--- src/rtl/cv32e40p_secmark_pkg.sv ---
// rtl/cv32e40p_secmark_pkg.sv - shared constants and state type for the security marker scheduler
package cv32e40p_secmark_pkg;

   localparam logic [31:0] SECMARK_INSTR = 32'h0000006F;

   localparam logic [4:0] OPC_BRANCH = 5'b11000;
   localparam logic [4:0] OPC_JAL    = 5'b11011;
   localparam logic [4:0] OPC_JALR   = 5'b11001;

   typedef enum logic [1:0] {
      DISABLED  = 2'd0,
      RUN       = 2'd1,
      HOLD_DISC = 2'd2
   } secmark_state_e;

endpackage

--- src/rtl/cv32e40p_disc_instr_decoder.sv ---
// rtl/cv32e40p_disc_instr_decoder.sv - flags control-flow discontinuities (branch, JAL, JALR)
module cv32e40p_disc_instr_decoder
   import cv32e40p_secmark_pkg::*;
(
   input  logic [31:0] instr_i,
   output logic        is_disc_o
);

   logic [4:0] w_opc;

   assign w_opc     = instr_i[6:2];
   assign is_disc_o = (w_opc == OPC_BRANCH) ||
                      (w_opc == OPC_JAL) ||
                      ((w_opc == OPC_JALR) && (instr_i[14:12] == 3'b000));

endmodule

--- src/rtl/cv32e40p_security_marker_scheduler.sv ---
// rtl/cv32e40p_security_marker_scheduler.sv - injects JAL x0,0 markers so at most WWDL-1 real words sit between markers
// Optional discontinuity pre-emption: CV32E40P_SECMARK_DISC_PREEMPT_EN
module cv32e40p_security_marker_scheduler
   import cv32e40p_secmark_pkg::*;
#(
   parameter int unsigned WWDL = 8
) (
   input  logic        clk,
   input  logic        rst_n,
   input  logic        enable_i,
   input  logic        flush_i,
   input  logic        instr_valid_i,
   input  logic [31:0] instr_rdata_i,
   output logic        instr_ready_o,
   output logic        instr_valid_o,
   output logic [31:0] instr_rdata_o,
   output logic        marker_o,
   input  logic        instr_ready_i
);

   localparam int unsigned CW = $clog2(WWDL + 1);
   localparam logic [CW-1:0] CNT_INIT = CW'(WWDL - 1);
   localparam logic [CW-1:0] CNT_ONE  = CW'(1);
   localparam logic [CW-1:0] CNT_TWO  = CW'(2);

   secmark_state_e r_state, w_state_nxt;
   logic           r_valid, r_marker;
   logic [31:0]    r_rdata;
   logic [CW-1:0]  r_cnt, w_cnt_nxt;

   logic w_slot_free, w_load_en, w_nonzero, w_cnt_zero;
   logic w_is_disc, w_preempt, w_inject;
   logic w_ready, w_ld_word, w_ld_marker;

   cv32e40p_disc_instr_decoder u_disc_dec (
      .instr_i   (instr_rdata_i),
      .is_disc_o (w_is_disc)
   );

   assign w_slot_free = !r_valid || instr_ready_i;
   assign w_load_en   = w_slot_free && !flush_i;
   assign w_nonzero   = |instr_rdata_i;
   assign w_cnt_zero  = (r_cnt == '0);

`ifdef CV32E40P_SECMARK_DISC_PREEMPT_EN
   // Marker goes ahead of a jump that would otherwise leave the window nearly exhausted
   assign w_preempt = w_is_disc && w_nonzero && ((r_cnt == CNT_ONE) || (r_cnt == CNT_TWO));
`else
   logic w_unused_disc;
   assign w_unused_disc = w_is_disc;
   assign w_preempt     = 1'b0;
`endif

   // All-zero words never trigger injection, even with the window exhausted
   assign w_inject = (w_cnt_zero && w_nonzero) || w_preempt;

   always_comb begin
      w_state_nxt = r_state;
      w_cnt_nxt   = r_cnt;
      w_ready     = 1'b0;
      w_ld_word   = 1'b0;
      w_ld_marker = 1'b0;
      case (r_state)
         DISABLED: begin
            w_ready   = w_load_en;
            w_ld_word = w_load_en && instr_valid_i;
            w_cnt_nxt = CNT_INIT;
            if (enable_i) w_state_nxt = RUN;
         end
         RUN: begin
            w_ready = w_load_en && !w_inject;
            if (w_load_en && instr_valid_i) begin
               if (w_inject) begin
                  w_ld_marker = 1'b1;
                  w_cnt_nxt   = CNT_INIT;
               end else begin
                  w_ld_word = 1'b1;
                  if (w_nonzero) w_cnt_nxt = r_cnt - CNT_ONE;
               end
            end
            if (!enable_i)
               w_state_nxt = DISABLED;
            else if (w_load_en && instr_valid_i && w_preempt)
               w_state_nxt = HOLD_DISC;
         end
`ifdef CV32E40P_SECMARK_DISC_PREEMPT_EN
         HOLD_DISC: begin
            w_ready = w_load_en;
            if (w_load_en && instr_valid_i) begin
               w_ld_word   = 1'b1;
               w_cnt_nxt   = r_cnt - CNT_ONE;
               w_state_nxt = enable_i ? RUN : DISABLED;
            end
         end
`endif
         default: w_state_nxt = DISABLED;
      endcase
      // A flushed marker never reached decode, so the next slot must carry one
      if (flush_i) begin
         w_ready     = 1'b0;
         w_state_nxt = enable_i ? RUN : DISABLED;
         w_cnt_nxt   = (r_valid && r_marker) ? '0 : r_cnt;
      end
   end

   always_ff @(posedge clk or negedge rst_n) begin
      if (!rst_n) begin
         r_state  <= DISABLED;
         r_valid  <= 1'b0;
         r_marker <= 1'b0;
         r_rdata  <= '0;
         r_cnt    <= CNT_INIT;
      end else begin
         r_state <= w_state_nxt;
         r_cnt   <= w_cnt_nxt;
         if (flush_i) begin
            r_valid  <= 1'b0;
            r_marker <= 1'b0;
         end else if (w_load_en) begin
            r_valid  <= w_ld_word || w_ld_marker;
            r_marker <= w_ld_marker;
            if (w_ld_marker)
               r_rdata <= SECMARK_INSTR;
            else if (w_ld_word)
               r_rdata <= instr_rdata_i;
         end
      end
   end

   assign instr_ready_o = w_ready;
   assign instr_valid_o = r_valid;
   assign instr_rdata_o = r_rdata;
   assign marker_o      = r_marker;

endmodule

--- config.mk ---
export PLATFORM = sky130hd
export DESIGN_NAME = cv32e40p_security_marker_scheduler
export DESIGN_NICKNAME = d
export VERILOG_FILES = /design/src/rtl/cv32e40p_secmark_pkg.sv /design/src/rtl/cv32e40p_disc_instr_decoder.sv /design/src/rtl/cv32e40p_security_marker_scheduler.sv
export SDC_FILE = /design/constraint.sdc
export NUM_CORES = 1
export LEC_CHECK = 0
export BUFFER_PORTS_ARGS = -buffer_cell sky130_fd_sc_hd__clkbuf_2
export CORE_AREA = 2 2 68 70
export DETAILED_ROUTE_END_ITERATION = 16
export DIE_AREA = 0 0 70 72
export PLACE_DENSITY_LB_ADDON = 0.1
export RECOVER_POWER = 25
export SETUP_SLACK_MARGIN = 0.2
export SLEW_MARGIN = 10
export SYNTH_ARGS = -nofsm -noshare
export SYNTH_HDL_FRONTEND = slang
export SYNTH_HIERARCHICAL = 1
export SYNTH_SLANG_ARGS = --single-unit
export TNS_END_PERCENT = 20
--- constraint.sdc ---
create_clock -name clk -period 1.8 [get_ports clk]
set_input_delay 0.36 -clock clk [delete_from_list [all_inputs] [get_ports clk]]
set_output_delay 0.36 -clock clk [all_outputs]
set_load 0.01 [all_outputs]
==> impl_results.md, run 1 <==
- Post-synth EDFFs: 0
- P per Cell Area: a little over 900 nW/µm²
- Slew Limit Headroom: between 30% and 40%
- Largest family of logic cells by synthesized area: compound AO/OA/AOI/OAI gates
- Clock tree sinks: 39
- DRC: 0
- Post-synthesis xor/xnor area fraction: 0%
- DRT iter0 DRCs: 86
- Antenna violations before repair: 0
- PnR worst setup slack: -175 ps
- Layout cells sized above 1: 58.8%
- Synth Flop Type: dfrtp_1
- Clock root cell: clkbuf_8
- Max Root-Sink Buffers: 2
- Clock transition at path regs: approximately 70 ps
- Clock skew: 4.71 ps
- Fin. max-slew vios: 0
- Total negative slack: -3720 ps
- Rows: 24
- HP Class: in2reg
- DP Wirelength: around 3 mm
- CP required: 1440 ps
- Status: complete, but fails checks
- Sw Share: 26.7%
- Post-layout util: between 50% and 60%
- Global Route Usage Sum: 18.9%
- Post-Syn Instances: 127
- Setup crit end kind: primary output
- Chip Width: 70 µm
- Net load switching power: 0.000633 W
- Sequential Power Share: a little under half
- Synth async-reset ratio: 100%
- MaxCap Viol Count: 0
- CTS Hold Bufs: 0
- Syn avg cell area: 13.3 µm²
- Worst Path Max Fanout: 2
- Total grt overflow: 0
- Peak VDD IR: 456 µV
- Fin crit period: ~2000 ps
- Maximum clock rate: 506 MHz
- Arrival @ worst endpoint: 1620 ps
- GPL Wtd Cong: 0.891
- Clk Latency, worst-skew pair: 290 ps
- Clk network pwr share: 32.0%
- Wire per inst: between 15 and 20 µm
- Post-synthesis simple-gate area fraction: between 10% and 20%
- Number of global-route vias before repair: between 1,500 and 2,000
- Netlist Area Pre-Place: 1680 µm²
- Syn_nets: 167
- Final Hold Viols: 0
- Startpoint type of the worst setup path: register
- Post-Synth Adder-Cell Area: under 10%
- Final WL: 4.35 mm
- Pint: approximately 0.0017 W
- Post-synthesis mux area share: 0%
- Endpoints failing setup: 34
- RSZ-0062 raised after global routing: yes
- Pre-antenna DRT Iters: 4
- DP Cell Count: 262
- Static leakage: between 1 and 1.5 nW
- Largest net degree at the start of global routing: 40
- IO Count: 73
- Compound-gate portion of the synthesized area: 24.0%
- H-tree depth: 2
- IO buf count: about 70
- CTS tree: done
- Synth Register Bits: 39
- Ant. Diodes: 0
- CP Class: reg2out
- Cell variety after synth: 37
- Number of CTS-inserted buffers: 5
- Core area: 4260 µm²
- Initial core utilization: 39.5%
- Pre-CTS setup slack: -286 ps
- Non-Filler Instances: 280
- Final period util: 110%
- Worst hold slack: 171 ps
- Register area share after synthesis: 58.2%
- Slew @ Worst Pin: around 960 ps
- Combinational fraction of design power: 22.4%
- P&R area growth vs syn: 50.3%
- Die span in y: 72 µm
- Vias: 1,463
- Layout Nets: 267
- Die ar.: 5040 µm²
- Failing checks: negative setup slack
- DR vias/cell: roughly 5.2
- First-pass GRT wire length: 7.37 mm
- Synth Warn #: 6
- Antenna Nets Post-Route: 0
-- worst paths after layout --
kind | from | to | slack (ps) | depth (start not counted)
worst max-delay path | r_cnt[0] | instr_ready_o | -180 | 6
worst min-delay path | enable_i | r_state[0] | 170 | 1
worst max register to register | r_cnt[0] | instr_rdata_o[27] | -150 | 10
worst min register to register | instr_rdata_o[17] | instr_rdata_o[17] | 510 | 1
max in group asynchronous | rst_n | instr_rdata_o[22] | 910 | 2
min in group asynchronous | rst_n | instr_rdata_o[25] | 290 | 2
-- sequential cells by signal, indices dropped and copies added, names as in the netlist --
| register | flops |
|---|---|
| r_state | 1 |
| instr_valid_o | 1 |
| instr_rdata_o | 32 |
| r_cnt | 4 |
| marker_o | 1 |
-- critical path, cell delays in order (launching register included) --
cell and delay (ps):
dfstp_2 540, inv_2 40, ha_2 160, and2b_2 200, o211a_4 150, nor3_4 90
buf_2 140
-- power groups by stage --
stage	Clock [W]	Combinational, W	Sequential (W)
2_1_floorplan	0	0.000187	0.00114
3_3_place_gp	0	0.000474	0.00109
3_5_place_dp	0	0.000485	0.00109
4_1_cts	0.000783	0.000530	0.00108
5_1_grt	0.000836	0.000575	0.00110
6_report	0.000758	0.000530	0.00108
-- routing by layer --
layer / GRT usage [%] / part of all wire (%) / wire (µm)
met5: 0 / 0 / 0
met4: 7.05 / 1.4 / 60
met3: 5.83 / 6.7 / 290
met2: 31.2 / 49 / 2150
met1: 23.6 / 43 / 1850
-- stage by stage --
stage | power (W) | cell area [µm²]
5_1_grt | 0.00251 | 2530
4_1_cts | 0.00239 | 2490
2_1_floorplan | 0.00132 | 1720
3_5_place_dp | 0.00158 | 2240
6_report | 0.00237 | 2530
3_3_place_gp | 0.00156 | 2240
-- cells by family after synthesis --
logic type | after synthesis
AND/OR/NAND/NOR | 30
adder cells (fa/ha/maj) | 2
flip-flops | 39
buffers and inverters | 9
AO/OA/AOI/OAI | 47
-- cell type report --
| class | count | area, µm² |
|---|---|---|
| Inverter | 3 | 11.3 |
| Multi-Input combinational cell | 79 | 741 |
| Tap cell | 52 | 65.1 |
| Clock inverter | 2 | 35.0 |
| Clock buffer | 6 | 82.6 |
| Fill cell | 368 | 1740 |
| Sequential cell | 39 | 980 |
| Timing Repair Buffer | 99 | 614 |
-- cells in the final DEF, fill, tap and decap left out, drive strengths merged, types with 2 or more instances in the layout --
| cell | synthesis | routed |
|---|---|---|
| dfrtp | 36 | 36 |
| buf | 4 | 26 |
| dfstp | 3 | 3 |
| nor2 | 5 | 5 |
| nand3 | 3 | 3 |
| o21ai | 4 | 4 |
| a22o | 26 | 26 |
| nor4 | 8 | 8 |
| o221ai | 2 | 2 |
| nor2b | 2 | 2 |
| nand2 | 3 | 3 |
| clkbuf | 2 | 79 |
| nand4 | 2 | 2 |
| ha | 2 | 2 |
| o22a | 6 | 6 |
| and2b | 2 | 2 |
| a21oi | 2 | 2 |
| inv | 3 | 3 |
-- what timing repair did --
action,CTS,global route
resized for setup,11,6
pin swaps,9,4
setup buffers,7,2
gates cloned,1,0
setup endpoints to repair,37,37
-- synthesized netlist by cell type (2+ instances only) --
library cell | number | share of area, %
a21oi_1 | 2 | 0.59
a22o_1 | 20 | 10
a22o_2 | 6 | 3.6
and2b_2 | 2 | 1.0
buf_6 | 3 | 2.0
dfrtp_1 | 36 | 54
dfstp_2 | 3 | 4.7
ha_1 | 2 | 1.5
inv_1 | 3 | 0.67
nand2_1 | 2 | 0.45
nand3_1 | 3 | 0.89
nand4_1 | 2 | 0.74
nor2_1 | 4 | 0.89
nor2b_1 | 2 | 0.74
nor4_1 | 8 | 3.0
o21ai_0 | 2 | 0.59
o221ai_1 | 2 | 1.0
o22a_1 | 6 | 3.1
(Power assumes the default switching activity.)
==> inputs of run 2 (changes only) <==
--- a/config.mk
+++ b/config.mk
@@ -6,6 +6,7 @@
 export NUM_CORES = 1
 export LEC_CHECK = 0
 export BUFFER_PORTS_ARGS = -buffer_cell sky130_fd_sc_hd__clkbuf_2
+export CAP_MARGIN = 20
 export CORE_AREA = 2 2 68 70
 export DETAILED_ROUTE_END_ITERATION = 16
 export DIE_AREA = 0 0 70 72
==> constraint.sdc (replaced) <==
create_clock -name clk -period 1.87 [get_ports clk]
set_input_delay 0.374 -clock clk [delete_from_list [all_inputs] [get_ports clk]]
set_output_delay 0.374 -clock clk [all_outputs]
set_load 0.01 [all_outputs]
==> run 2 against run 1 <==
Setup slack improved by 40 ps. Sequential share of layout area increased by 0.64 points. Clock-buffer cell count unchanged. Core utilization decreased by 0.97 points. Register-to-register slack improved by 180 ps. Final area decreased by 1.6%. Highest routed layer unchanged. Global-route usage decreased by 0.53 points. Non-clock buffer count increased by 2. First-iteration DRC count decreased by 43%. The flow still finishes with violations (negative setup slack). Hold slack improved by 20 ps. Critical path depth unchanged.
==> impl_results.md, run 2 (synthesized netlist as in run 1, its figures left out) <==
- Clock skew: 3.50 ps (was 4.71 ps)
- RSZ-0062 raised after global routing: yes (unchanged)
- Cell Chain, Critical Path: inv_2 -> ha_4 -> and2b_2 -> o211a_4 -> nor3_4 -> buf_2 (was inv_2 -> ha_2 -> and2b_2 -> o211a_4 -> nor3_4 -> buf_2)
- Largest net degree at the start of global routing: 40 (unchanged)
- Most frequent cells in the layout: 72 x clkbuf_2, 36 x dfrtp_1, 25 x buf_4, 20 x a22o_1 (was 72 x clkbuf_2, 36 x dfrtp_1, 20 x a22o_1, 20 x buf_4)
- CP required: 1500 ps (was 1440 ps)
- Slew @ Worst Pin: 949 ps (was 962 ps)
- Number of global-route vias before repair: 1,567 (was 1,535)
- DR vias/cell: 5.24 (was 5.23)
- Chip Width: 70 µm (unchanged)
- Arrival @ worst endpoint: 1630 ps (was 1620 ps)
- Most common cell after layout, fill and taps aside: clkbuf_2 (unchanged)
- Antenna violations before repair: 0 (unchanged)
- First-pass GRT wire length: 7.27 mm (was 7.37 mm)
- H-tree depth: 2 (unchanged)
- Ant. Diodes: 0 (unchanged)
- IO buf count: 72 (unchanged)
- Die ar.: 5040 µm² (unchanged)
- Clk Latency, worst-skew pair: 290 ps (about the same)
- Clock root cell: clkbuf_8 (unchanged)
- DRT iter0 DRCs: 49 (was 86)
- CP Class: reg2out (unchanged)
- Startpoint type of the worst setup path: register (unchanged)
- Layout Nets: 269 (was 267)
- Clock tree sinks: 39 (unchanged)
- GPL Wtd Cong: 0.788 (was 0.891)
- Worst path max stage delay: 540 ps (about the same)
- Initial core utilization: 39.5% (unchanged)
- Buf/Inv on CP: 2 (unchanged)
- Worst Path Max Fanout: 3 (was 2)
- Setup crit end kind: primary output (unchanged)
- Antenna Nets Post-Route: 0 (unchanged)
- Fin crit period: 2010 ps
- Peak VDD IR: 373 µV (was 456 µV)
- Wire per inst: 15.3 µm (was 15.5 µm)
- DRC: 0 (unchanged)
- P&R area growth vs syn: 47.8% (was 50.3%)
- Slew Limit Headroom: 36.7% (was 35.8%)
- Rows: 24 (unchanged)
- P per Cell Area: 906 nW/µm² (was 936 nW/µm²)
- Vias: 1,477 (was 1,463)
- Core area: 4260 µm² (unchanged)
- CTS tree: done (unchanged)
- PnR worst setup slack: -135 ps (was -175 ps)
- Status: complete, but fails checks (unchanged)
- Maximum clock rate: ~500 MHz
- Clock transition at path regs: 70 ps (about the same)
- Die span in y: 72 µm (unchanged)
- Final WL: 4.31 mm (was 4.35 mm)
- Failing checks: negative setup slack (unchanged)
- CP max stage cell: dfstp_2 (unchanged)
- Endpoints failing setup: 1 (was 34)
- Final period util: 107%
- Total grt overflow: 0 (unchanged)
- Final Hold Viols: 0 (unchanged)
- CTS Hold Bufs: 0 (unchanged)
- MaxCap Viol Count: 0 (unchanged)
- Fin. max-slew vios: 0 (unchanged)
- Number of CTS-inserted buffers: 5 (unchanged)
- CP top delay family: flip-flops (unchanged)
- IO Count: 73 (unchanged)
- Design Power: 0.00225 W (was 0.00237 W)
- Layout cells sized above 1: 57.8% (was 58.8%)
- Non-Filler Instances: 282 (was 280)
- Max Root-Sink Buffers: 2 (unchanged)
- DP Cell Count: 269 (was 262)
- DP Wirelength: 3.30 mm (was 3.07 mm)
- HP Class: in2reg (unchanged)
- Post-route cell area: 2490 µm² (was 2530 µm²)
- Max reg flops: 32 (unchanged)
- Static leakage: 1.24 nW (was 1.25 nW)
- Global Route Usage Sum: 18.4% (was 18.9%)
- Placed Area: 2270 µm² (was 2240 µm²)
- Pre-antenna DRT Iters: 4 (unchanged)
==> run 2: report_power, final <==
group          internal [W]  switching [W]  total, W
combinational      0.000265       0.000238  0.000503
clock              0.000431       0.000281  0.000713
sequential         0.000966      0.0000705   0.00104
total               0.00166       0.000590   0.00225
==> run 2: worst paths after layout <==
kind	slack, ps	depth (start not counted)	from	endpoint
hold reg to reg	510	1	instr_rdata_o[30]	instr_rdata_o[30]
setup / recovery	-140	6	r_cnt[0]	instr_ready_o
setup reg to reg	30	8	r_cnt[0]	instr_rdata_o[6]
max in group asynchronous	980	2	rst_n	instr_rdata_o[29]
min in group asynchronous	310	2	rst_n	instr_rdata_o[22]
hold / removal	190	1	enable_i	r_state[0]
==> run 2: repair_timing <==
item	4_1_cts	5_1_grt
endpoints found under the setup margin	34	37
gates cloned	0	0
hold endpoints to repair	0	0
resized for setup	4	9
pin swaps	5	11
setup buffers	4	1
==> run 2: per-layer routing <==
layer	vias to the layer above	GRT usage, %	wire length, µm
met5	-	0	0
met4	0	7.26	114
met1	705	21.1	1700
li1	703	-	-
met3	11	5.14	275
met2	58	32.7	2230
==> run 2: final cells by class <==
class,count,area (µm²)
multi-input cells,79,709
flip-flops and latches,39,980
fillers,365,1780
well taps,52,65.1
clock inverters,2,35.0
clock buffers,6,82.6
inverters,3,11.3
repair buffers,101,604
==> run 2: per-stage QoR <==
stage	utilization (%)	setup TNS [ps]	setup WS, ps	hold slack [ps]
floorplan	-	0	215	78.4
detailed placement	53.2	-1970	-165	461
CTS	57.0	-170	-170	152
global placement	53.2	-1980	-175	450
finish	58.3	-135	-135	191
global route	58.3	-205	-195	185
